### src/rtl/dijkstra_pkg.sv
// Shared types and constants for the Dijkstra shortest-path engine and its helpers.
package dijkstra_pkg;

  localparam int DEF_MAX_NODES   = 16;
  localparam int DEF_INDEX_WIDTH = 4;
  localparam int DEF_VALUE_WIDTH = 8;
  localparam int DEF_LANES       = 2;
  localparam int DEF_MADDR_WIDTH = 16;

  typedef enum logic [2:0] {
    ST_IDLE,
    ST_INIT,
    ST_SELECT,
    ST_FETCH,
    ST_DONE
  } state_e;

  function automatic logic [31:0] all_ones(input int width);
    return (width >= 32) ? 32'hFFFF_FFFF : ((32'h1 << width) - 32'h1);
  endfunction

  // All-ones distance marks "no edge" and "unreached".
  function automatic logic [31:0] inf_value(input int value_width);
    return all_ones(value_width);
  endfunction

  // All-ones index marks "no predecessor".
  function automatic logic [31:0] no_prev_index(input int index_width);
    return all_ones(index_width);
  endfunction

endpackage

### src/rtl/dijkstra_argmin.sv
// Combinational minimum search over (value, valid) pairs; the lowest index wins ties.
module dijkstra_argmin
  import dijkstra_pkg::*;
#(
  parameter int NUM_ENTRIES = DEF_MAX_NODES,
  parameter int VALUE_WIDTH = DEF_VALUE_WIDTH,
  parameter int INDEX_WIDTH = DEF_INDEX_WIDTH
) (
  input  logic [VALUE_WIDTH-1:0] values [NUM_ENTRIES],
  input  logic [NUM_ENTRIES-1:0] valid,
  output logic [INDEX_WIDTH-1:0] min_index,
  output logic                   found
);

  logic [VALUE_WIDTH-1:0] best;

  // Strict less-than keeps the earliest candidate on equal values.
  always_comb begin
    found     = 1'b0;
    best      = '0;
    min_index = '0;
    for (int i = 0; i < NUM_ENTRIES; i++) begin
      if (valid[i] && (!found || (values[i] < best))) begin
        found     = 1'b1;
        best      = values[i];
        min_index = INDEX_WIDTH'(i);
      end
    end
  end

endmodule

### src/rtl/dijkstra_engine.sv
// Single-source shortest-path engine reading a packed adjacency matrix from memory.
// Optional macro DIJKSTRA_EARLY_EXIT_EN stops the search once the destination is selected.
module dijkstra_engine
  import dijkstra_pkg::*;
#(
  parameter int MAX_NODES   = DEF_MAX_NODES,
  parameter int INDEX_WIDTH = DEF_INDEX_WIDTH,
  parameter int VALUE_WIDTH = DEF_VALUE_WIDTH,
  parameter int LANES       = DEF_LANES,
  parameter int MADDR_WIDTH = DEF_MADDR_WIDTH
) (
  input  logic                         clock,
  input  logic                         reset_n,
  input  logic                         start,
  input  logic [INDEX_WIDTH-1:0]       source,
  input  logic [INDEX_WIDTH-1:0]       destination,
  input  logic [INDEX_WIDTH-1:0]       number_of_nodes,
  input  logic [MADDR_WIDTH-1:0]       base_address,
  output logic                         mem_read_enable,
  output logic [MADDR_WIDTH-1:0]       mem_addr,
  input  logic                         mem_read_ready,
  input  logic [LANES*VALUE_WIDTH-1:0] mem_read_data,
  output logic                         busy,
  output logic                         done,
  output logic                         reachable,
  output logic                         error,
  output logic [VALUE_WIDTH-1:0]       distance,
  input  logic [INDEX_WIDTH-1:0]       prev_read_index,
  output logic [INDEX_WIDTH-1:0]       prev_read_node
);

  localparam logic [VALUE_WIDTH-1:0] INF     = VALUE_WIDTH'(inf_value(VALUE_WIDTH));
  localparam logic [INDEX_WIDTH-1:0] NO_PREV = INDEX_WIDTH'(no_prev_index(INDEX_WIDTH));
  localparam int WORD_WIDTH = INDEX_WIDTH + 1;
  localparam int OFF_WIDTH  = 2 * INDEX_WIDTH + 1;

  state_e                 state_q, state_d;
  logic [INDEX_WIDTH-1:0] src_q, src_d;
  logic [INDEX_WIDTH-1:0] dst_q, dst_d;
  logic [INDEX_WIDTH-1:0] n_q, n_d;
  logic [MADDR_WIDTH-1:0] base_q, base_d;
  logic [MADDR_WIDTH-1:0] addr_q, addr_d;
  logic [WORD_WIDTH-1:0]  row_words_q, row_words_d;
  logic [WORD_WIDTH-1:0]  word_q, word_d;
  logic [INDEX_WIDTH-1:0] cur_q, cur_d;
  logic [VALUE_WIDTH-1:0] cur_dist_q, cur_dist_d;
  logic                   error_q, error_d;
  logic [VALUE_WIDTH-1:0] dist_q [MAX_NODES];
  logic [VALUE_WIDTH-1:0] dist_d [MAX_NODES];
  logic [INDEX_WIDTH-1:0] prev_q [MAX_NODES];
  logic [INDEX_WIDTH-1:0] prev_d [MAX_NODES];
  logic [MAX_NODES-1:0]   visited_q, visited_d;

  logic [MAX_NODES-1:0]   cand_valid;
  logic [INDEX_WIDTH-1:0] min_idx;
  logic                   min_found;
  logic                   n_over_cap;
  logic                   prev_out_of_range;
  logic [VALUE_WIDTH-1:0] dist_dst;

  // Range checks against MAX_NODES only exist when the index width can exceed it.
  generate
    if (MAX_NODES < (1 << INDEX_WIDTH)) begin : g_cap_check
      assign n_over_cap        = (n_q > INDEX_WIDTH'(MAX_NODES));
      assign prev_out_of_range = (prev_read_index >= INDEX_WIDTH'(MAX_NODES));
    end else begin : g_no_cap_check
      assign n_over_cap        = 1'b0;
      assign prev_out_of_range = 1'b0;
    end
  endgenerate

  always_comb begin
    for (int i = 0; i < MAX_NODES; i++) begin
      cand_valid[i] = !visited_q[i] && (dist_q[i] != INF) && (i < int'(n_q));
    end
  end

  dijkstra_argmin #(
    .NUM_ENTRIES (MAX_NODES),
    .VALUE_WIDTH (VALUE_WIDTH),
    .INDEX_WIDTH (INDEX_WIDTH)
  ) u_argmin (
    .values    (dist_q),
    .valid     (cand_valid),
    .min_index (min_idx),
    .found     (min_found)
  );

  always_ff @(posedge clock) begin
    if (!reset_n) begin
      state_q     <= ST_IDLE;
      src_q       <= '0;
      dst_q       <= '0;
      n_q         <= '0;
      base_q      <= '0;
      addr_q      <= '0;
      row_words_q <= '0;
      word_q      <= '0;
      cur_q       <= '0;
      cur_dist_q  <= '0;
      error_q     <= 1'b0;
      visited_q   <= '0;
      // NOTE: the tables are small flop arrays, not RAM, so they take reset;
      // prev must read NO_PREV straight out of reset.
      for (int i = 0; i < MAX_NODES; i++) begin
        dist_q[i] <= INF;
        prev_q[i] <= NO_PREV;
      end
    end else begin
      // NOTE: non-blocking assignments keep every register updating from the
      // same pre-edge values, independent of statement order.
      state_q     <= state_d;
      src_q       <= src_d;
      dst_q       <= dst_d;
      n_q         <= n_d;
      base_q      <= base_d;
      addr_q      <= addr_d;
      row_words_q <= row_words_d;
      word_q      <= word_d;
      cur_q       <= cur_d;
      cur_dist_q  <= cur_dist_d;
      error_q     <= error_d;
      visited_q   <= visited_d;
      dist_q      <= dist_d;
      prev_q      <= prev_d;
    end
  end

  int                     node;
  int                     rw;
  logic [INDEX_WIDTH-1:0] ni;
  logic [VALUE_WIDTH-1:0] w;
  logic [VALUE_WIDTH:0]   alt;
  logic [OFF_WIDTH-1:0]   row_off;

  always_comb begin
    // NOTE: every next-state value defaults to its current value first, so no
    // path through the case statement can infer a latch.
    state_d     = state_q;
    src_d       = src_q;
    dst_d       = dst_q;
    n_d         = n_q;
    base_d      = base_q;
    addr_d      = addr_q;
    row_words_d = row_words_q;
    word_d      = word_q;
    cur_d       = cur_q;
    cur_dist_d  = cur_dist_q;
    error_d     = error_q;
    visited_d   = visited_q;
    dist_d      = dist_q;
    prev_d      = prev_q;
    node        = 0;
    rw          = 0;
    ni          = '0;
    w           = '0;
    alt         = '0;
    row_off     = '0;

    case (state_q)
      ST_IDLE, ST_DONE: begin
        if (start) begin
          src_d   = source;
          dst_d   = destination;
          n_d     = number_of_nodes;
          base_d  = base_address;
          error_d = 1'b0;
          state_d = ST_INIT;
        end
      end

      ST_INIT: begin
        rw          = (int'(n_q) + LANES - 1) / LANES;
        row_words_d = WORD_WIDTH'(rw);
        if ((n_q == '0) || n_over_cap || (src_q >= n_q) || (dst_q >= n_q)) begin
          error_d = 1'b1;
          state_d = ST_DONE;
        end else begin
          for (int i = 0; i < MAX_NODES; i++) begin
            dist_d[i] = INF;
            prev_d[i] = NO_PREV;
          end
          visited_d     = '0;
          dist_d[src_q] = '0;
          state_d       = ST_SELECT;
        end
      end

      ST_SELECT: begin
        if (!min_found) begin
          state_d = ST_DONE;
        end else begin
          visited_d[min_idx] = 1'b1;
          cur_d              = min_idx;
          cur_dist_d         = dist_q[min_idx];
          word_d             = '0;
          row_off            = OFF_WIDTH'(min_idx) * OFF_WIDTH'(row_words_q);
          addr_d             = base_q + MADDR_WIDTH'(row_off);
`ifdef DIJKSTRA_EARLY_EXIT_EN
          state_d            = (min_idx == dst_q) ? ST_DONE : ST_FETCH;
`else
          state_d            = ST_FETCH;
`endif
        end
      end

      ST_FETCH: begin
        if (mem_read_ready) begin
          for (int j = 0; j < LANES; j++) begin
            node = int'(word_q) * LANES + j;
            ni   = INDEX_WIDTH'(node);
            w    = mem_read_data[j*VALUE_WIDTH +: VALUE_WIDTH];
            if ((node < int'(n_q)) && !visited_q[ni] && (w != INF)) begin
              // The extra top bit catches overflow before the INF comparison.
              alt = {1'b0, cur_dist_q} + {1'b0, w};
              if (!alt[VALUE_WIDTH] && (alt[VALUE_WIDTH-1:0] != INF) &&
                  (alt[VALUE_WIDTH-1:0] < dist_q[ni])) begin
                dist_d[ni] = alt[VALUE_WIDTH-1:0];
                prev_d[ni] = cur_q;
              end
            end
          end
          word_d = word_q + WORD_WIDTH'(1);
          addr_d = addr_q + MADDR_WIDTH'(1);
          if (word_d == row_words_q) begin
            state_d = ST_SELECT;
          end
        end
      end

      default: state_d = ST_IDLE;
    endcase
  end

  assign dist_dst        = dist_q[dst_q];
  assign busy            = (state_q == ST_INIT) || (state_q == ST_SELECT) || (state_q == ST_FETCH);
  assign done            = (state_q == ST_DONE);
  assign error           = error_q;
  assign mem_read_enable = (state_q == ST_FETCH);
  assign mem_addr        = addr_q;
  assign reachable       = done && !error_q && (dist_dst != INF);
  assign distance        = !done ? '0 : (error_q ? INF : dist_dst);
  assign prev_read_node  = prev_out_of_range ? NO_PREV : prev_q[prev_read_index];

endmodule

### config.mk
export PLATFORM = sky130hd
export DESIGN_NAME = dijkstra_engine
export DESIGN_NICKNAME = d
export VERILOG_FILES = /design/src/rtl/dijkstra_pkg.sv /design/src/rtl/dijkstra_argmin.sv /design/src/rtl/dijkstra_engine.sv
export SDC_FILE = /design/constraint.sdc
export NUM_CORES = 1
export LEC_CHECK = 0
export ABC_CLOCK_PERIOD_IN_PS = 34100
export CAP_MARGIN = 15
export CORE_AREA = 2 2 255 207
export DETAILED_ROUTE_END_ITERATION = 10
export DIE_AREA = 0 0 257 209
export DONT_BUFFER_PORTS = 1
export GPL_TIMING_DRIVEN = 0
export SKIP_LAST_GASP = 1
export SLEW_MARGIN = 30
export SYNTH_ARGS = -nofsm -noshare
export SYNTH_HDL_FRONTEND = slang
export SYNTH_SLANG_ARGS = --single-unit
### constraint.sdc
create_clock -name clock -period 34.1 [get_ports clock]
set_input_delay 8.525 -clock clock [delete_from_list [all_inputs] [get_ports clock]]
set_output_delay 8.525 -clock clock [all_outputs]
set_load 0.01 [all_outputs]
==> results.yml, run 1 <==
global_routing:
  antenna_found_initial: 7
  grt_util_all_layers: 0.3946
  grt_pass1_wl_um: 155400
  grt_max_degree: 17
  grt_pass1_vias: 21918
  grt-ovfl-total: 0
cts:
  cts-buffers-inserted: 31
  cts_tree: "built"
  cts_max_path_buffers: 3
  cts_hold_buf: 0
  cts_sinks: 277
  htreeDepth: 1
  cts-root-buf: "clkbuf_16"
  clk_pin_slew_worst_paths_ps: 60
  clk_latency_ps: 620
placed_design:
  hpwlAfterDp_um: 85400
  gp_congestion: 1.075
  dp.cells: 3427
  io_buffers: 0
  detailed_place.area_um2: 22220
sta:
  tns_ps: 0
  finalMaxSlewViolations: 0
  worstMarginPinSlew_ps: 1093
  max_freq_ghz: 0.03092
  final_hold_viol_count: 0
  period_share: 0.9483
  finalSetupViolCount: 0
  whs_ps: 469.8
  skew_ps: 17.40
  max_slew_margin: 0.2696
  min_period_ps: 32340
layout:
  multi_input_area_um2: 14980
  stdcell_area_um2: 23980
  layout_commonest_cell: "nand2_1"
  drive_gt1_frac: 0.1192
  final-seq-area_um2: 5548
  area_growth_pct: 12.56
  nets: 3013
  fin_cells: 3521
  fill_cells: 5112
  final_cell_mix: "nand2_1 (419), dfxtp_1 (275), nor2_1 (215), o22ai_1 (209), o21ai_0 (178)"
hold_path:
  hold_depth: 2
  hold_class: "flip-flop to flip-flop"
logic_synthesis:
  synth_area_um2: 21310
  synth_seq_cells: 277
  synth_area_leaders: "dfxtp_1 (26%), ha_1 (8.7%), nand2_1 (7.4%)"
  yosysWarningCount: 0
  ys_seq_area_frac: 0.2603
  synth_edf_count: 0
  syn_nets: 2945
  synth_cells: 2734
  async_reset_ff_frac: 0
  synth.distinct_cells: 107
  synth_top_flop_cell: "dfxtp_1"
  synth_area_per_cell_um2: 7.793
  synth_top_cell_by_area: "dfxtp_1"
  synth_top_area_frac: 0.2603
worst_setup_path:
  cp.required_ps: 34590
  path_class: "flip-flop to flip-flop"
  arrival_ps: 32830
  slowest_delay_ps: 530
  cp-end-kind: "flip-flop"
  start_kind: "flip-flop"
  path_max_fanout: 10
  crit_slowest_cell: "fa_1"
  worstRegToRegCells: 175
  crit_top_cell: "a21o_1"
pwr:
  total_leakage_power_uw: 0.008904
  worst_ir_drop_vdd_mv: 0.03841
  pwr_density_cell_nw_per_um2: 34.28
route:
  drc_errors: 0
  final_antenna_net_count: 0
  via_per_inst: 6.707
  drt-wirelength-per-cell_um: 30.97
  wl_um: 109000
  vias: 23617
  drt_iter0_markers: 3290
  dr.pass1.iters: 8
floorplan:
  start_util: 0.4136
  row_count: 75
  pin_count: 85
  die_y_um: 209
  dieWidth_um: 257
  dieArea_um2: 53710
  core_area_um2: 51520
status:
  status: "completed"
job:
  max_cap_viol_count: 0
[critical path, delay by kind of cell (launching register included)]
kind | cells | cell delay [ps]
buffers and inverters | 26 | 3790
AO/OA/AOI/OAI | 80 | 14230
XOR/XNOR | 1 | 200
adder cells (fa/ha/maj) | 19 | 6250
multiplexers | 4 | 970
flip-flops | 1 | 360
AND/OR/NAND/NOR | 45 | 6360
[power breakdown]
| group | switching [µW] | internal [µW] |
|---|---|---|
| logic | 89.8 | 42.1 |
| registers | 4.47 | 327 |
| clock network | 150 | 210 |
| total | 244 | 578 |
[layout make-up]
type	instances	area share
clock buffers	41	0.03600
clock inverters	17	0.009130
multi-input cells	2156	0.6245
inverters	120	0.01894
diodes	1	0.0001043
well taps	693	0.03615
plain buffers	177	0.03172
flip-flops and latches	277	0.2313
repair buffers	39	0.01216
[cells by family (layout without fill, tap and decap cells)]
| group | count (synthesis) | after routing | share of synthesized area |
|---|---|---|---|
| muxes | 101 | 101 | 0.08392 |
| AOI/OAI and AO/OA | 884 | 884 | 0.2754 |
| adders and majority gates | 163 | 163 | 0.09913 |
| other | 0 | 1 | 0 |
| xor gates and xnor gates | 36 | 36 | 0.01480 |
| DFF | 277 | 277 | 0.2603 |
| and+or+nand+nor | 972 | 972 | 0.2111 |
| buffers and inverters | 301 | 394 | 0.05543 |
[cell usage after synthesis, types with 10 or more instances]
cell type  number
buf_2          13
a21boi_0       40
nor4_1         10
o21bai_1       11
a21o_1         35
xor2_1         12
nor3_1         33
nor2_1        219
o21a_1         31
mux2_2         16
nand2_1       421
nand2b_1       26
dfxtp_1       277
a22oi_1        24
inv_1         116
o211ai_1       12
nor2b_1        21
or3_1          13
a21oi_1       151
clkbuf_1      147
mux4_2         60
mux2i_1        23
xnor2_1        24
or4_1          15
fa_1           11
and2_1         37
a211oi_1       18
buf_1          13
and3_1         17
nand3_1        44
nand4_1        59
or2_2          14
o22ai_1       210
ha_1          148
a31oi_1        26
o21ai_0       183
nor3b_1        11
and4_1         11
[metrics by stage]
step	power [µW]	setup slack [ps]	utilization
2_1_floorplan	415.0	3245	-
6_report	822.2	1762	0.4655
3_3_place_gp	456.7	-2479	0.4304
3_5_place_dp	460.0	-3402	0.4313
5_1_grt	847.0	-266.2	0.4655
4_1_cts	817.3	10.50	0.4561
[per-layer routing]
metal | wire [µm] | track usage | vias to the layer above
met2 | 44850 | 0.5852 | 1567
met4 | 6118 | 0.1742 | 6
met3 | 12960 | 0.1053 | 328
li1 | - | - | 10279
met5 | 42 | 0 | -
met1 | 45070 | 0.5368 | 11437
[flip-flops by register name (all words and copies together), names as in the netlist]
| register | flops |
|---|---|
| prev_q | 64 |
| word_q | 5 |
| row_words_q | 4 |
| visited_q | 16 |
| dist_q | 128 |
| src_q | 4 |
| state_q | 3 |
| mem_addr | 16 |
| n_q | 4 |
| error | 1 |
| cur_q | 4 |
| cur_dist_q | 8 |
| dst_q | 4 |
| base_q | 16 |
[repair_timing]
| action | CTS | global route |
|---|---|---|
| setup endpoints to repair | 33 | 16 |
| pin swaps | 6 | 19 |
| cloned | 0 | 2 |
| setup buffers | 11 | 25 |
| endpoints found under the hold margin | 0 | 0 |
| resized for setup | 33 | 81 |
[final timing paths]
| path | from | endpoint | slack [ps] |
|---|---|---|---|
| setup / recovery | n_q[0] | mem_addr[11] | 1760 |
| hold / removal | prev_q[24] | prev_q[24] | 470 |
| setup reg to reg | n_q[0] | mem_addr[11] | 1760 |
| hold reg to reg | prev_q[24] | prev_q[24] | 470 |
Note: power is estimated with default switching activity, not from simulation.
==> run 2: changes to the inputs <==
--- a/config.mk
+++ b/config.mk
@@ -5,15 +5,15 @@
 export SDC_FILE = /design/constraint.sdc
 export NUM_CORES = 1
 export LEC_CHECK = 0
-export ABC_CLOCK_PERIOD_IN_PS = 34100
 export CAP_MARGIN = 15
-export CORE_AREA = 2 2 255 207
+export CORE_AREA = 2 2 263 213
 export DETAILED_ROUTE_END_ITERATION = 10
-export DIE_AREA = 0 0 257 209
+export DIE_AREA = 0 0 265 215
 export DONT_BUFFER_PORTS = 1
 export GPL_TIMING_DRIVEN = 0
 export SKIP_LAST_GASP = 1
 export SLEW_MARGIN = 30
 export SYNTH_ARGS = -nofsm -noshare
 export SYNTH_HDL_FRONTEND = slang
+export SYNTH_HIERARCHICAL = 1
 export SYNTH_SLANG_ARGS = --single-unit
==> constraint.sdc (replaced) <==
create_clock -name clock -period 29.6 [get_ports clock]
set_input_delay 7.4 -clock clock [delete_from_list [all_inputs] [get_ports clock]]
set_output_delay 7.4 -clock clock [all_outputs]
set_load 0.01 [all_outputs]
==> results.yml, run 2 <==
global_routing:
  grt_pass1_vias: 22774
  antenna_found_initial: 1
  grt-ovfl-total: 0
  grt_util_all_layers: 0.3744
  grt_pass1_wl_um: 158100
  grt_max_degree: 16
worst_setup_path:
  cp.required_ps: 30080
  crit_family: "compound AO/OA/AOI/OAI gates"
  arrival_ps: 29370
  start_kind: "flip-flop"
  path_class: "flip-flop to flip-flop"
  timing.rr.start: "n_q[1]"
  crit_slowest_cell: "fa_1"
  crit_buf_inv: 29
  path_max_fanout: 8
  slowest_delay_ps: 540
  startpoint: "n_q[1]"
  cp-end-kind: "flip-flop"
layout:
  reg_top3: "dist_q: 128 flops, prev_q: 64 flops"
  multi_input_area_um2: 17460
  drive_gt1_frac: 0.2490
  largest_reg_flops: 128
  fill_cells: 5072
  final-seq-area_um2: 5567
  nets: 3070
  layout_commonest_cell: "dfxtp_1"
  diodes: 0
  final_cell_mix: "dfxtp_1 (266), nand2_1 (217), nor2_1 (188), a2bb2oi_1 (184), a21oi_1 (178)"
  largest-register: "dist_q"
  area_growth_pct: 23.07
pwr:
  finalPower_uw: 1039
  worst_ir_drop_vdd_mv: 0.04663
  pwr_density_cell_nw_per_um2: 37.29
  total_leakage_power_uw: 0.009784
cts:
  cts-root-buf: "clkbuf_16"
  cts-buffers-inserted: 28
  cts_tree: "built"
  cts_hold_buf: 0
  cts_max_path_buffers: 3
  clk_pin_slew_worst_paths_ps: 70
  cts_sinks: 277
  htreeDepth: 1
  clk_latency_ps: 610
floorplan:
  row_count: 77
  dieArea_um2: 56980
  start_util: 0.4153
  pin_count: 85
  core_area_um2: 54530
  die_y_um: 215
  dieWidth_um: 265
logic_synthesis:
  synth_area_leaders: "dfxtp_1 (24%), mux4_2 (10%), ha_1 (8.5%)"
  synth_top_area_frac: 0.2449
  ys_seq_area_frac: 0.2449
  synth.distinct_cells: 122
  yosysWarningCount: 6
  synth_edf_count: 0
  synth_seq_cells: 277
  synth_top_cell_by_area: "dfxtp_1"
  synth_area_per_cell_um2: 8.523
  synth_area_um2: 22650
  synth_cells: 2657
  async_reset_ff_frac: 0
  synthTopCellsByCount: "dfxtp_1 (277), nand2_1 (230), a21oi_1 (218), nor2_1 (206), a2bb2oi_1 (184)"
  synth.most_common_cell: "dfxtp_1"
  synth_top_flop_cell: "dfxtp_1"
hold_path:
  hold_class: "flip-flop to flip-flop"
  hold_start: "base_q[4]"
route:
  wl_um: 112400
  vias: 24810
  dr.pass1.iters: 9
  drc_errors: 0
  final_antenna_net_count: 0
  drt_iter0_markers: 3439
  drt-wirelength-per-cell_um: 31.33
  via_per_inst: 6.917
sta:
  period_share: 0.9761
  final_hold_viol_count: 0
  skew_ps: 45.07
  max_slew_margin: 0.1795
  worstMarginPinSlew_ps: 1221
  min_period_ps: 28890
  finalSetupViolCount: 0
  finalMaxSlewViolations: 0
  max_freq_ghz: 0.03461
  whs_ps: 458.8
placed_design:
  gp_congestion: 1.021
  io_buffers: 0
  hpwlAfterDp_um: 82620
status:
  status: "completed"
job:
  max_cap_viol_count: 0
run 2: cell count changes in the layout (fill, tap and decap cells not counted), moves of 99 or more:
cell | previous run | this run
o22ai_1 | 209 | 6
buf_4 | 43 | 162
a2bb2oi_1 | 1 | 184
o21ai_0 | 178 | 71
nand3_1 | 43 | 142
nand2_1 | 419 | 217
run 2: area by class of cell:
| cell class | instances | share of cell area |
|---|---|---|
| Sequential cell | 277 | 0.1997 |
| Multi-Input combinational cell | 2087 | 0.6264 |
| Tap cell | 711 | 0.03192 |
| Timing Repair Buffer | 171 | 0.05262 |
| Inverter | 131 | 0.01778 |
| Clock inverter | 17 | 0.01068 |
| Buffer | 158 | 0.03376 |
| Clock buffer | 35 | 0.02716 |
run 2: kinds of logic after synthesis:
logic type	Yosys count	share of synthesized area
simple gates	891	0.1934
mux	154	0.1257
other cells	1	0.0001656
xor+xnor	19	0.007681
flops	277	0.2449
compound gates	852	0.2776
fa+ha+maj	168	0.09608
buf+inv	295	0.05448
run 2: power by group:
part	internal [µW]	switching (µW)	total (µW)	leakage (µW)
logic	97.8	144	242	0.00703
clock network	245	171	416	0.000511
registers	376	5.70	382	0.00224
total	718	321	1040	0.00978
run 2: worst min-delay path: stages, from the launching register on:
cell and delay [ps]:
dfxtp_1 310, nand2_1 50, a21oi_1 50
run 2: routing by layer:
metal,share of wire,wire length (µm),up-vias,global-route usage
met3,0.14,15420,319,0.1338
li1,-,-,10550,-
met4,0.052,5875,2,0.1493
met5,0.00031,35,-,0
met2,0.39,43970,1718,0.5114
met1,0.42,47100,12221,0.5306
run 2: final timing paths:
| kind | endpoint | slack, ps | cells past startpoint |
|---|---|---|---|
| max reg2reg | mem_addr[9] | 710 | 167 |
| min reg2reg | base_q[4] | 460 | 2 |
| max | mem_addr[9] | 710 | 167 |
| min | base_q[4] | 460 | 2 |
run 2: what timing repair did:
item                                    CTS  global route
endpoints found under the setup margin   44            37
gates resized for setup                 182           232
cloned                                    2             8
pin swaps                                45           103
setup buffers                            76            78
run 2: stage by stage:
stage,instances,util,cell area [µm²],setup WS (ps),setup TNS [ps]
2_1_floorplan,2659,-,22720,14.62,0
3_3_place_gp,3370,0.4329,23610,-5580,-152330
3_5_place_dp,3375,0.4345,23700,-6155,-178400
4_1_cts,3504,0.4780,26060,0.9805,0
5_1_grt,3587,0.5111,27870,-382.0,-2455
6_report,3587,0.5111,27870,707.3,0
